<file path="src/rtl/pbit_pkg.sv">
// Shared types and default sizing for the p-bit sample decoder.
package pbit_pkg;

  localparam int DEF_WIDTH = 4;
  localparam int DEF_CNT_W = 16;
  localparam int SETTLE_W  = 8;

  typedef enum logic [1:0] {
    ST_IDLE,
    ST_SETTLE,
    ST_ACCUM,
    ST_DECIDE
  } state_e;

endpackage

</file>
<file path="src/rtl/pbit_sample_decoder_if.sv">
// Request/sample/result bundle between a p-bit adder harness (master) and the decoder (slave).
interface pbit_sample_decoder_if #(
  parameter int WIDTH = pbit_pkg::DEF_WIDTH,
  parameter int CNT_W = pbit_pkg::DEF_CNT_W
);

  logic                         start;
  logic [CNT_W-1:0]             steps;
  logic [pbit_pkg::SETTLE_W-1:0] settle;
  logic [WIDTH-1:0]             a_in;
  logic [WIDTH-1:0]             b_in;
  logic [WIDTH-1:0]             sum_in;
  logic                         ovf_in;

  logic                         busy;
  logic                         done;
  logic [WIDTH-1:0]             a_dec;
  logic [WIDTH-1:0]             b_dec;
  logic [WIDTH-1:0]             sum_dec;
  logic                         ovf_dec;
  logic [CNT_W-1:0]             consist_cnt;

  modport master (
    output start, steps, settle, a_in, b_in, sum_in, ovf_in,
    input  busy, done, a_dec, b_dec, sum_dec, ovf_dec, consist_cnt
  );

  modport slave (
    input  start, steps, settle, a_in, b_in, sum_in, ovf_in,
    output busy, done, a_dec, b_dec, sum_dec, ovf_dec, consist_cnt
  );

endinterface

</file>
<file path="src/rtl/pbit_ones_counter.sv">
// Saturation-free ones counter: counts cycles where en and bit_in are both high.
module pbit_ones_counter #(
  parameter int CNT_W = pbit_pkg::DEF_CNT_W
) (
  input  logic             clk,
  input  logic             reset,
  input  logic             clr,
  input  logic             en,
  input  logic             bit_in,
  output logic [CNT_W-1:0] count
);

  logic [CNT_W-1:0] count_q, count_d;

  // NOTE: hold value assigned first so every path drives count_d and no latch is inferred.
  always_comb begin
    count_d = count_q;
    if (clr) begin
      count_d = '0;
    end else if (en && bit_in) begin
      count_d = count_q + CNT_W'(1);
    end
  end

  // NOTE: state updates use <= so all flops sample the same pre-edge values.
  always_ff @(posedge clk or negedge reset) begin
    if (!reset) begin
      count_q <= '0;
    end else begin
      count_q <= count_d;
    end
  end

  assign count = count_q;

endmodule

</file>
<file path="src/rtl/pbit_sample_decoder.sv">
// Majority decoder for stochastic p-bit adder words: settle, accumulate, decide.
// Define PBIT_DECODE_CONSIST_EN to build the a+b == {ovf,sum} consistency counter.
module pbit_sample_decoder
  import pbit_pkg::*;
#(
  parameter int WIDTH = DEF_WIDTH,
  parameter int CNT_W = DEF_CNT_W
) (
  input logic                  clk,
  input logic                  reset,
  pbit_sample_decoder_if.slave bus
);

  localparam int NBITS = 3 * WIDTH + 1;

  state_e               state_q, state_d;
  logic                 busy_q, busy_d;
  logic                 done_q, done_d;
  logic [CNT_W-1:0]     steps_q, steps_d;
  logic [CNT_W-1:0]     step_left_q, step_left_d;
  logic [SETTLE_W-1:0]  settle_left_q, settle_left_d;
  logic [NBITS-1:0]     dec_q, dec_d;

  logic [NBITS-1:0]     sample;
  logic [NBITS-1:0]     dec_now;
  logic [CNT_W-1:0]     ones_cnt [NBITS];
  logic [CNT_W-1:0]     steps_eff;
  logic                 accept;
  logic                 clr;
  logic                 sample_en;

  assign accept    = (state_q == ST_IDLE) && bus.start && !busy_q;
  assign sample    = {bus.ovf_in, bus.sum_in, bus.b_in, bus.a_in};
  assign steps_eff = (bus.steps == '0) ? CNT_W'(1) : bus.steps;

  always_ff @(posedge clk or negedge reset) begin
    if (!reset) begin
      state_q <= ST_IDLE;
    end else begin
      state_q <= state_d;
    end
  end

  always_comb begin
    state_d = state_q;
    case (state_q)
      ST_IDLE:   if (accept) state_d = (bus.settle == '0) ? ST_ACCUM : ST_SETTLE;
      ST_SETTLE: if (settle_left_q == SETTLE_W'(1)) state_d = ST_ACCUM;
      ST_ACCUM:  if (step_left_q == CNT_W'(1)) state_d = ST_DECIDE;
      ST_DECIDE: state_d = ST_IDLE;
      default:   state_d = ST_IDLE;
    endcase
  end

  // busy stays high through the done cycle and drops on the following edge.
  always_comb begin
    busy_d        = busy_q;
    done_d        = 1'b0;
    steps_d       = steps_q;
    step_left_d   = step_left_q;
    settle_left_d = settle_left_q;
    dec_d         = dec_q;
    clr           = 1'b0;
    sample_en     = 1'b0;
    case (state_q)
      ST_IDLE: begin
        busy_d = accept;
        if (accept) begin
          steps_d       = steps_eff;
          step_left_d   = steps_eff;
          settle_left_d = bus.settle;
          clr           = 1'b1;
        end
      end
      ST_SETTLE: settle_left_d = settle_left_q - SETTLE_W'(1);
      ST_ACCUM: begin
        sample_en   = 1'b1;
        step_left_d = step_left_q - CNT_W'(1);
      end
      ST_DECIDE: begin
        dec_d  = dec_now;
        done_d = 1'b1;
      end
      default: ;
    endcase
  end

  always_ff @(posedge clk or negedge reset) begin
    if (!reset) begin
      busy_q        <= 1'b0;
      done_q        <= 1'b0;
      steps_q       <= '0;
      step_left_q   <= '0;
      settle_left_q <= '0;
      dec_q         <= '0;
    end else begin
      busy_q        <= busy_d;
      done_q        <= done_d;
      steps_q       <= steps_d;
      step_left_q   <= step_left_d;
      settle_left_q <= settle_left_d;
      dec_q         <= dec_d;
    end
  end

  // Doubling the count instead of halving steps keeps ties decoding to 0.
  for (genvar i = 0; i < NBITS; i++) begin : g_bit
    pbit_ones_counter #(.CNT_W(CNT_W)) u_cnt (
      .clk    (clk),
      .reset  (reset),
      .clr    (clr),
      .en     (sample_en),
      .bit_in (sample[i]),
      .count  (ones_cnt[i])
    );
    assign dec_now[i] = {ones_cnt[i], 1'b0} > {1'b0, steps_q};
  end

`ifdef PBIT_DECODE_CONSIST_EN
  logic [WIDTH:0]   add_sum;
  logic             consistent;
  logic [CNT_W-1:0] consist_now;
  logic [CNT_W-1:0] consist_q, consist_d;

  assign add_sum    = {1'b0, bus.a_in} + {1'b0, bus.b_in};
  assign consistent = (add_sum == {bus.ovf_in, bus.sum_in});

  pbit_ones_counter #(.CNT_W(CNT_W)) u_consist (
    .clk    (clk),
    .reset  (reset),
    .clr    (clr),
    .en     (sample_en),
    .bit_in (consistent),
    .count  (consist_now)
  );

  always_comb begin
    consist_d = consist_q;
    if (state_q == ST_DECIDE) consist_d = consist_now;
  end

  always_ff @(posedge clk or negedge reset) begin
    if (!reset) begin
      consist_q <= '0;
    end else begin
      consist_q <= consist_d;
    end
  end

  assign bus.consist_cnt = consist_q;
`else
  assign bus.consist_cnt = '0;
`endif

  assign bus.busy = busy_q;
  assign bus.done = done_q;
  assign {bus.ovf_dec, bus.sum_dec, bus.b_dec, bus.a_dec} = dec_q;

endmodule
</file>
<file path="src/flat_wrapper.sv">
// flat-port wrapper written by rule: the top's interface ports become plain ports
module pbit_sample_decoder_flat import pbit_pkg::*;
#(
  parameter int WIDTH = DEF_WIDTH,
  parameter int CNT_W = DEF_CNT_W
)
  (clk, reset, bus_start, bus_steps, bus_settle, bus_a_in, bus_b_in, bus_sum_in, bus_ovf_in, bus_busy, bus_done, bus_a_dec, bus_b_dec, bus_sum_dec, bus_ovf_dec, bus_consist_cnt);
  pbit_sample_decoder_if #(.WIDTH(WIDTH), .CNT_W(CNT_W)) bus_i ();
  input logic clk;
  input logic reset;
  input wire logic [$bits(bus_i.start)-1:0] bus_start;
  input wire logic [$bits(bus_i.steps)-1:0] bus_steps;
  input wire logic [$bits(bus_i.settle)-1:0] bus_settle;
  input wire logic [$bits(bus_i.a_in)-1:0] bus_a_in;
  input wire logic [$bits(bus_i.b_in)-1:0] bus_b_in;
  input wire logic [$bits(bus_i.sum_in)-1:0] bus_sum_in;
  input wire logic [$bits(bus_i.ovf_in)-1:0] bus_ovf_in;
  output wire logic [$bits(bus_i.busy)-1:0] bus_busy;
  output wire logic [$bits(bus_i.done)-1:0] bus_done;
  output wire logic [$bits(bus_i.a_dec)-1:0] bus_a_dec;
  output wire logic [$bits(bus_i.b_dec)-1:0] bus_b_dec;
  output wire logic [$bits(bus_i.sum_dec)-1:0] bus_sum_dec;
  output wire logic [$bits(bus_i.ovf_dec)-1:0] bus_ovf_dec;
  output wire logic [$bits(bus_i.consist_cnt)-1:0] bus_consist_cnt;
  assign bus_i.start = bus_start;
  assign bus_i.steps = bus_steps;
  assign bus_i.settle = bus_settle;
  assign bus_i.a_in = bus_a_in;
  assign bus_i.b_in = bus_b_in;
  assign bus_i.sum_in = bus_sum_in;
  assign bus_i.ovf_in = bus_ovf_in;
  assign bus_busy = bus_i.busy;
  assign bus_done = bus_i.done;
  assign bus_a_dec = bus_i.a_dec;
  assign bus_b_dec = bus_i.b_dec;
  assign bus_sum_dec = bus_i.sum_dec;
  assign bus_ovf_dec = bus_i.ovf_dec;
  assign bus_consist_cnt = bus_i.consist_cnt;
  pbit_sample_decoder #(.WIDTH(WIDTH), .CNT_W(CNT_W)) u_core (.clk(clk), .reset(reset), .bus(bus_i));
endmodule
</file>
<file path="config.mk">
export PLATFORM = sky130hd
export DESIGN_NAME = pbit_sample_decoder_flat
export DESIGN_NICKNAME = d
export VERILOG_FILES = /design/src/rtl/pbit_pkg.sv /design/src/rtl/pbit_sample_decoder_if.sv /design/src/rtl/pbit_ones_counter.sv /design/src/rtl/pbit_sample_decoder.sv /design/src/flat_wrapper.sv
export SDC_FILE = /design/constraint.sdc
export NUM_CORES = 1
export LEC_CHECK = 0
export ABC_AREA = 1
export CAP_MARGIN = 10
export CORE_MARGIN = 2
export CORE_UTILIZATION = 45
export DETAILED_ROUTE_END_ITERATION = 6
export HOLD_SLACK_MARGIN = 0.02
export PLACE_DENSITY = 0.69
export RECOVER_POWER = 100
export SYNTH_ARGS = -nofsm -noshare
export SYNTH_HDL_FRONTEND = slang
export SYNTH_HIERARCHICAL = 1
export SYNTH_SLANG_ARGS = --single-unit
</file>
<file path="constraint.sdc">
create_clock -name clk -period 3.4 [get_ports clk]
set_clock_uncertainty 0.05 [all_clocks]
set_input_delay 0.51 -clock clk [delete_from_list [all_inputs] [get_ports clk]]
set_output_delay 0.51 -clock clk [all_outputs]
set_load 0.1 [all_outputs]
</file>
# ---- Word-level counts from Yosys, hierarchy flattened
# Index checks and enable logic that the tools add are counted.
dict set report classes {
  addsub 15
  order_cmp 13
  muxes 40
  reduce_logical 38
  n_eq_ne 8
}
# op count
set op_table {}
lappend op_table {{$mux W16} 28}
lappend op_table {{$gt A17 B16 Y1} 13}
lappend op_table {{$add A16 B1 Y16 const B} 13}
lappend op_table {{$pmux W16 S2} 1}
lappend op_table {{$reduce_bool A2 Y1} 15}
lappend op_table {{$eq A16 B1 Y1 const B} 1}
lappend op_table {{$logic_not A16 Y1} 1}
lappend op_table {{$pmux W8 S2} 1}
lappend op_table {{$sub A16 B1 Y16 const B} 1}
lappend op_table {{$logic_and A1 B1 Y1} 15}
lappend op_table {{$eq A8 B1 Y1 const B} 1}
lappend op_table {{$logic_not A8 Y1} 1}
lappend op_table {{$mux W2} 4}
lappend op_table {{$mux W8} 1}
lappend op_table {{$pmux W2 S4} 1}
lappend op_table {{$sub A8 B1 Y8 const B} 1}
lappend op_table {{$ne A2 B1 Y1 const B} 3}
lappend op_table {{$reduce_and A2 Y1} 3}
lappend op_table {{$eq A2 B2 Y1 const B} 2}
lappend op_table {{$mux W1} 4}
lappend op_table {{$reduce_and A3 Y1} 1}
lappend op_table {{$eq A2 B1 Y1 const B} 1}
lappend op_table {{$logic_not A2 Y1} 1}
lappend op_table {{$logic_not A1 Y1} 1}
dict set report totals {
  ff_bits 265
  in_bits 40
  output_inout_bits 31
  wordCells 134
}

# ---- Logic depth before layout (Yosys ltp)
dict set report depth {
  word_depth 6
  ltp_mapped 12
  depth_no_buf 12
}

# ---- By module
# Netlist, hierarchy kept.
# mod seq_area_each_um2 area_each_um2 cells_each instances
set modules_own_cells {}
lappend modules_own_cells {pbit_ones_counter 400.4 882.1 118 13}
lappend modules_own_cells {pbit_sample_decoder 1426.4 8102.8 1208 1}

# ---- Worst setup path before layout
# OpenSTA, ideal clock, no wires.
dict set report synth_timing {
  kind {register to register}
  from {register u_core.busy_q (netlist: u_core/bus.busy)}
  to {register u_core.g_bit[0].u_cnt.count_q[3]}
  stages_incl_launch_ff 8
  period_less_slack_ns 2.678
  n_path_buf 1
  t_arrival_ns 2.551
  setup_ns 0.077
  slack_ns 0.722
  required_ns 3.273
  cell_sequence {dfrtp_1 inv_1 nand3_4 clkinv_1 inv_1 buf_2 o21ai_0 a21oi_1}
}
dict set report synth_between {
  elab_chain_cells 5
  elab_cells_between_ends 6
  cone_classes {mux: 3; reduce/logical: 3}
}
# item line_no
set synth_rtl {}
lappend synth_rtl {{start: declaration} pbit_sample_decoder.sv:17} ;# logic busy_q, busy_d;
lappend synth_rtl {{start signal: assignment} pbit_sample_decoder.sv:97} ;# busy_q <= busy_d;
lappend synth_rtl {{$logic_not A1 Y1 *} pbit_sample_decoder.sv:32} ;# assign accept = (state_q == ST_IDLE) && bus.start && !busy_q;
lappend synth_rtl {{$logic_and A1 B1 Y1 *} pbit_sample_decoder.sv:32}
lappend synth_rtl {{$mux W1 *} pbit_sample_decoder.sv:68} ;# if (accept) begin
lappend synth_rtl {{$mux W1 *} pbit_sample_decoder.sv:65} ;# case (state_q)
lappend synth_rtl {{net u_core.clr} pbit_sample_decoder.sv:29} ;# logic clr;
lappend synth_rtl {{$mux W16 / $reduce_bool A2 Y1 (equally long branches)} -}
lappend synth_rtl {{end signal: assignment} pbit_ones_counter.sv:30} ;# count_q <= count_d;
lappend synth_rtl {{end: declaration} pbit_ones_counter.sv:13} ;# logic [CNT_W-1:0] count_q, count_d;
# Mark *: on every way through the listed nets, which the timed path passes. The rest lies on a longest branch.
# A chain may end at the register's enable or synchronous reset.

# ---- Worst setup path in the final report
dict set report layout_timing {
  from {register u_core.state_q[0]}
  to {register u_core.g_bit[4].u_cnt.count_q[14]}
}
dict set report layout_between {
  elab_cells_between_ends 10
  cone_classes {eq/ne: 1; mux: 4; reduce/logical: 5}
}
# item line_no
set layout_lines {}
lappend layout_lines {{start: declaration} pbit_sample_decoder.sv:16} ;# state_e state_q, state_d;
lappend layout_lines {{start signal: assignment} pbit_sample_decoder.sv:40} ;# state_q <= state_d;
lappend layout_lines {{$eq A2 B2 Y1} pbit_sample_decoder.sv:65}
lappend layout_lines {{$mux W1} pbit_sample_decoder.sv:65}
lappend layout_lines {{net u_core.sample_en} pbit_sample_decoder.sv:30} ;# logic sample_en;
lappend layout_lines {{$logic_and A1 B1 Y1} pbit_ones_counter.sv:20} ;# end else if (en && bit_in) begin
lappend layout_lines {{$reduce_bool A2 Y1 (no source line)} -}
lappend layout_lines {{end signal: assignment} pbit_ones_counter.sv:30}
lappend layout_lines {{end: declaration} pbit_ones_counter.sv:13}
# The timed path passes the listed nets, and every way through them passes these cells.

==> flow_metrics.tcl <==
set metrics [dict create \
    status "finished clean" \
    switchingPower_uw 6130 \
    yosysWarnings 6 \
    synth_top_family_by_area "simple AND/OR/NAND/NOR gates" \
    rrSetupSlack_ns 0.48 \
    grt_max_degree 83 \
    stdcell_count 3445 \
    p_sw_frac 0.440 \
    cts_buffer_depth 3 \
    ys_seq_area_frac 0.339 \
    rows 76 \
    grt_usage 0.234 \
    syn_avg_cell_area_sq_um 7.14 \
    tightest_slew_ns 1.31 \
    ir_drop_mv 0.519 \
    area_growth_syn_to_layout_pct 11.4 \
    synth_top_cells_by_count "nand2_1 (676), nor2_1 (416), inv_1 (316), dfrtp_1 (265), ha_1 (217)" \
    antenna_cells 0 \
    synthSimpleGateAreaFrac 0.322 \
    hold_depth 2 \
    fin_tns_setup_ns 0 \
    power.leakage_uw 0.0111 \
    cp-end-kind "register" \
    setup_viol 0 \
    grt_pass1_wl_mm 85.1 \
    numCtsBuffers 34 \
    netlist_instances 2742 \
    cts_max_level 2 \
    wl_per_cell_um 14.9 \
    root_buffer "clkbuf_16" \
    synth-seq-cells 265 \
    rr_worst_depth 10 \
    ctsHoldBuffers 1 \
    muxShareOfSynthArea 0 \
    grt_pass1_vias 17497 \
    synth.top_cell.area_share 0.339 \
    nets 3092 \
    die_area_sq_um 45200 \
    synth.distinct_cells 41 \
    synth.top_cells.by_area "dfrtp_1 (34%), ha_1 (14%), nand2_1 (13%), nor2_1 (8.0%), inv_1 (6.1%)" \
    synth_edf_count 0 \
    coreArea_sq_um 43000 \
    seqPwrFrac 0.296 \
    overflow 0 \
    clock_sinks 265 \
    worstHoldEndpoint "u_core/dec_q[10]$_DFFE_PN0P_" \
    dr.first_iter.drc_count 1130 \
    async_reset_ff_frac 1.00 \
    drc 0 \
    path_class "register to register" \
    final_antenna_net_count 0 \
    worstPathMaxFanout 30 \
    antenna_found_initial 1 \
    synth_compound_area_frac 0.121 \
    yosysTopAreaCell "dfrtp_1" \
    drive_gt1_frac 0.0587 \
    die_x_um 213 \
    gp_congestion 0.884 \
    p_per_area_nw_per_um2 640 \
    via_count 18026 \
    pwr-share-comb 0.437 \
    critPathRequiredTime_ns 3.77 \
    rsz0062_at_grt "false" \
    fp.dieH_um 213 \
    hold_viol 0 \
    maxSlewViolCount 0 \
    synth_most_common_cell "nand2_1" \
    postCtsSetupRepairBufs 0 \
    holdCritPathClass "register to register" \
    synth_ff_type "dfrtp_1" \
    cts.repair.resized 0 \
    dp_hpwl_mm 36.5 \
    drt_pass1_iterations 6 \
    p_int_uw 7820 \
    reg2reg_from "u_core/state_q[0]$_DFFE_PN0P_" \
    wl_mm 51.2 \
    via_per_inst 5.23 \
    cts.clk_slew.worst_paths_ns 0.06 \
    placedCellCount 3383 \
    synth_xor_area_frac 0.00179 \
    drv_cap 0 \
    cts_tree "built" \
    insertion_delay_ns 0.54 \
    power_frac_clock 0.267 \
    r2r-end "u_core/g_bit[4].u_cnt/count[14]$_DFFE_PN0P_" \
    crit_arrival_ns 3.29 \
    slew_headroom 0.124 \
    cp-start-kind "register" \
    period_share 0.857 \
    holdWs_ns 0.420 \
    max_freq_mhz 343 \
    place.port_buffers 54 \
    min_from "u_core/dec_q[10]$_DFFE_PN0P_" \
    syn_area_sq_um 19600 \
    ios 71 \
    synth_fa_ha_area_frac 0.139 \
    start_util 0.455 \
    fin_crit_ns 2.92 \
]
==> through the flow <==
stage / cell area [sq um] / setup slack [ns] / total power, uW / util
floorplan: 19600 / 0.722 / 8320 / -
global placement: 20900 / 0.749 / 10000 / 0.487
CTS: 22100 / 0.697 / 14100 / 0.514
detailed placement: 20900 / 0.685 / 10300 / 0.487
global route: 21800 / 0.254 / 15100 / 0.507
finish: 21800 / 0.485 / 13900 / 0.507
==> cells in the final DEF, fill, tap and decap left out, types with 17 or more instances in the layout <==
cell	Yosys	final
o21bai_1	17	17
clkbuf_16	0	37
nand2_1	676	689
clkdlybuf4s50_1	0	38
clkbuf_1	6	18
ha_1	217	216
nor2_2	28	21
a211oi_1	26	26
dfrtp_1	265	265
a21oi_1	181	182
nor3_1	52	52
nor2_1	416	437
o21ai_0	145	161
inv_1	316	317
buf_4	19	17
nand3_1	158	158
nand2_2	39	33
==> state kept, by name, summed over array words and instances, names as in the netlist <==
register,cells
u_core/steps_q,16
u_core/g_bit.u_cnt/count,208
u_core/settle_left_q,8
u_core/state_q,2
u_core/bus.done,1
u_core/dec_q,13
u_core/step_left_q,16
u_core/bus.busy,1
==> kinds of logic (layout without fill, tap and decap cells) <==
kind of cell	Yosys count	in the layout
compound gates	432	432
other cells	1	16
fa+ha+maj	217	217
xor+xnor	4	4
simple gates	1449	1449
buf+inv	374	477
flops	265	265
==> critical path: stages (launching register included) <==
cell,delay (ns)
dfrtp_1,0.41
inv_1,0.13
ha_2,0.59
buf_4,0.50
nand2_1,0.26
nor2_1,0.31
nand3_1,0.19
nor2_1,0.17
nand2_1,0.07
nand2_1,0.06
nor2_1,0.05
==> routing by layer <==
metal	vias up	GRT usage	part of all wire
met1	8386	0.317	0.46
met2	442	0.386	0.46
li1	9099	-	-
met5	-	0	0
met3	99	0.0319	0.052
met4	0	0.0752	0.029
==> power groups by stage <==
stage / clock (uW) / combinational (uW) / sequential [uW]
after floorplan: 0 / 4130 / 4190
final: 3730 / 6100 / 4120
after CTS: 3830 / 6170 / 4110
after global placement: 0 / 5860 / 4140
after global routing: 3950 / 6930 / 4190
after detailed placement: 0 / 6130 / 4160
==> worst max-delay path by stage <==
stage                                              from                                           end  slack, ns  depth (start not counted)
after global routing      u_core/state_q[0]$_DFFE_PN0P_   u_core/g_bit[3].u_cnt/count[14]$_DFFE_PN0P_       0.25                         10
final                     u_core/state_q[0]$_DFFE_PN0P_   u_core/g_bit[4].u_cnt/count[14]$_DFFE_PN0P_       0.48                         10
after floorplan             u_core/bus.busy$_DFFE_PN0N_    u_core/g_bit[0].u_cnt/count[3]$_DFFE_PN0P_       0.72                          7
after detailed placement  u_core/state_q[0]$_DFFE_PN0P_  u_core/g_bit[11].u_cnt/count[10]$_DFFE_PN0P_       0.68                         10
after global placement    u_core/state_q[0]$_DFFE_PN0P_   u_core/g_bit[6].u_cnt/count[14]$_DFFE_PN0P_       0.75                         10
after CTS                 u_core/state_q[0]$_DFFE_PN0P_   u_core/g_bit[4].u_cnt/count[14]$_DFFE_PN0P_       0.70                         10
==> area by class of cell <==
cell class	count	area, sq um
clock buffers	55	1070
clock inverters	6	80.1
fillers	4255	21200
inverters	332	1250
multi-input cells	2118	11300
flip-flops and latches	265	6630
well taps	585	732
repair buffers	84	748
(Power assumes the default switching activity.)
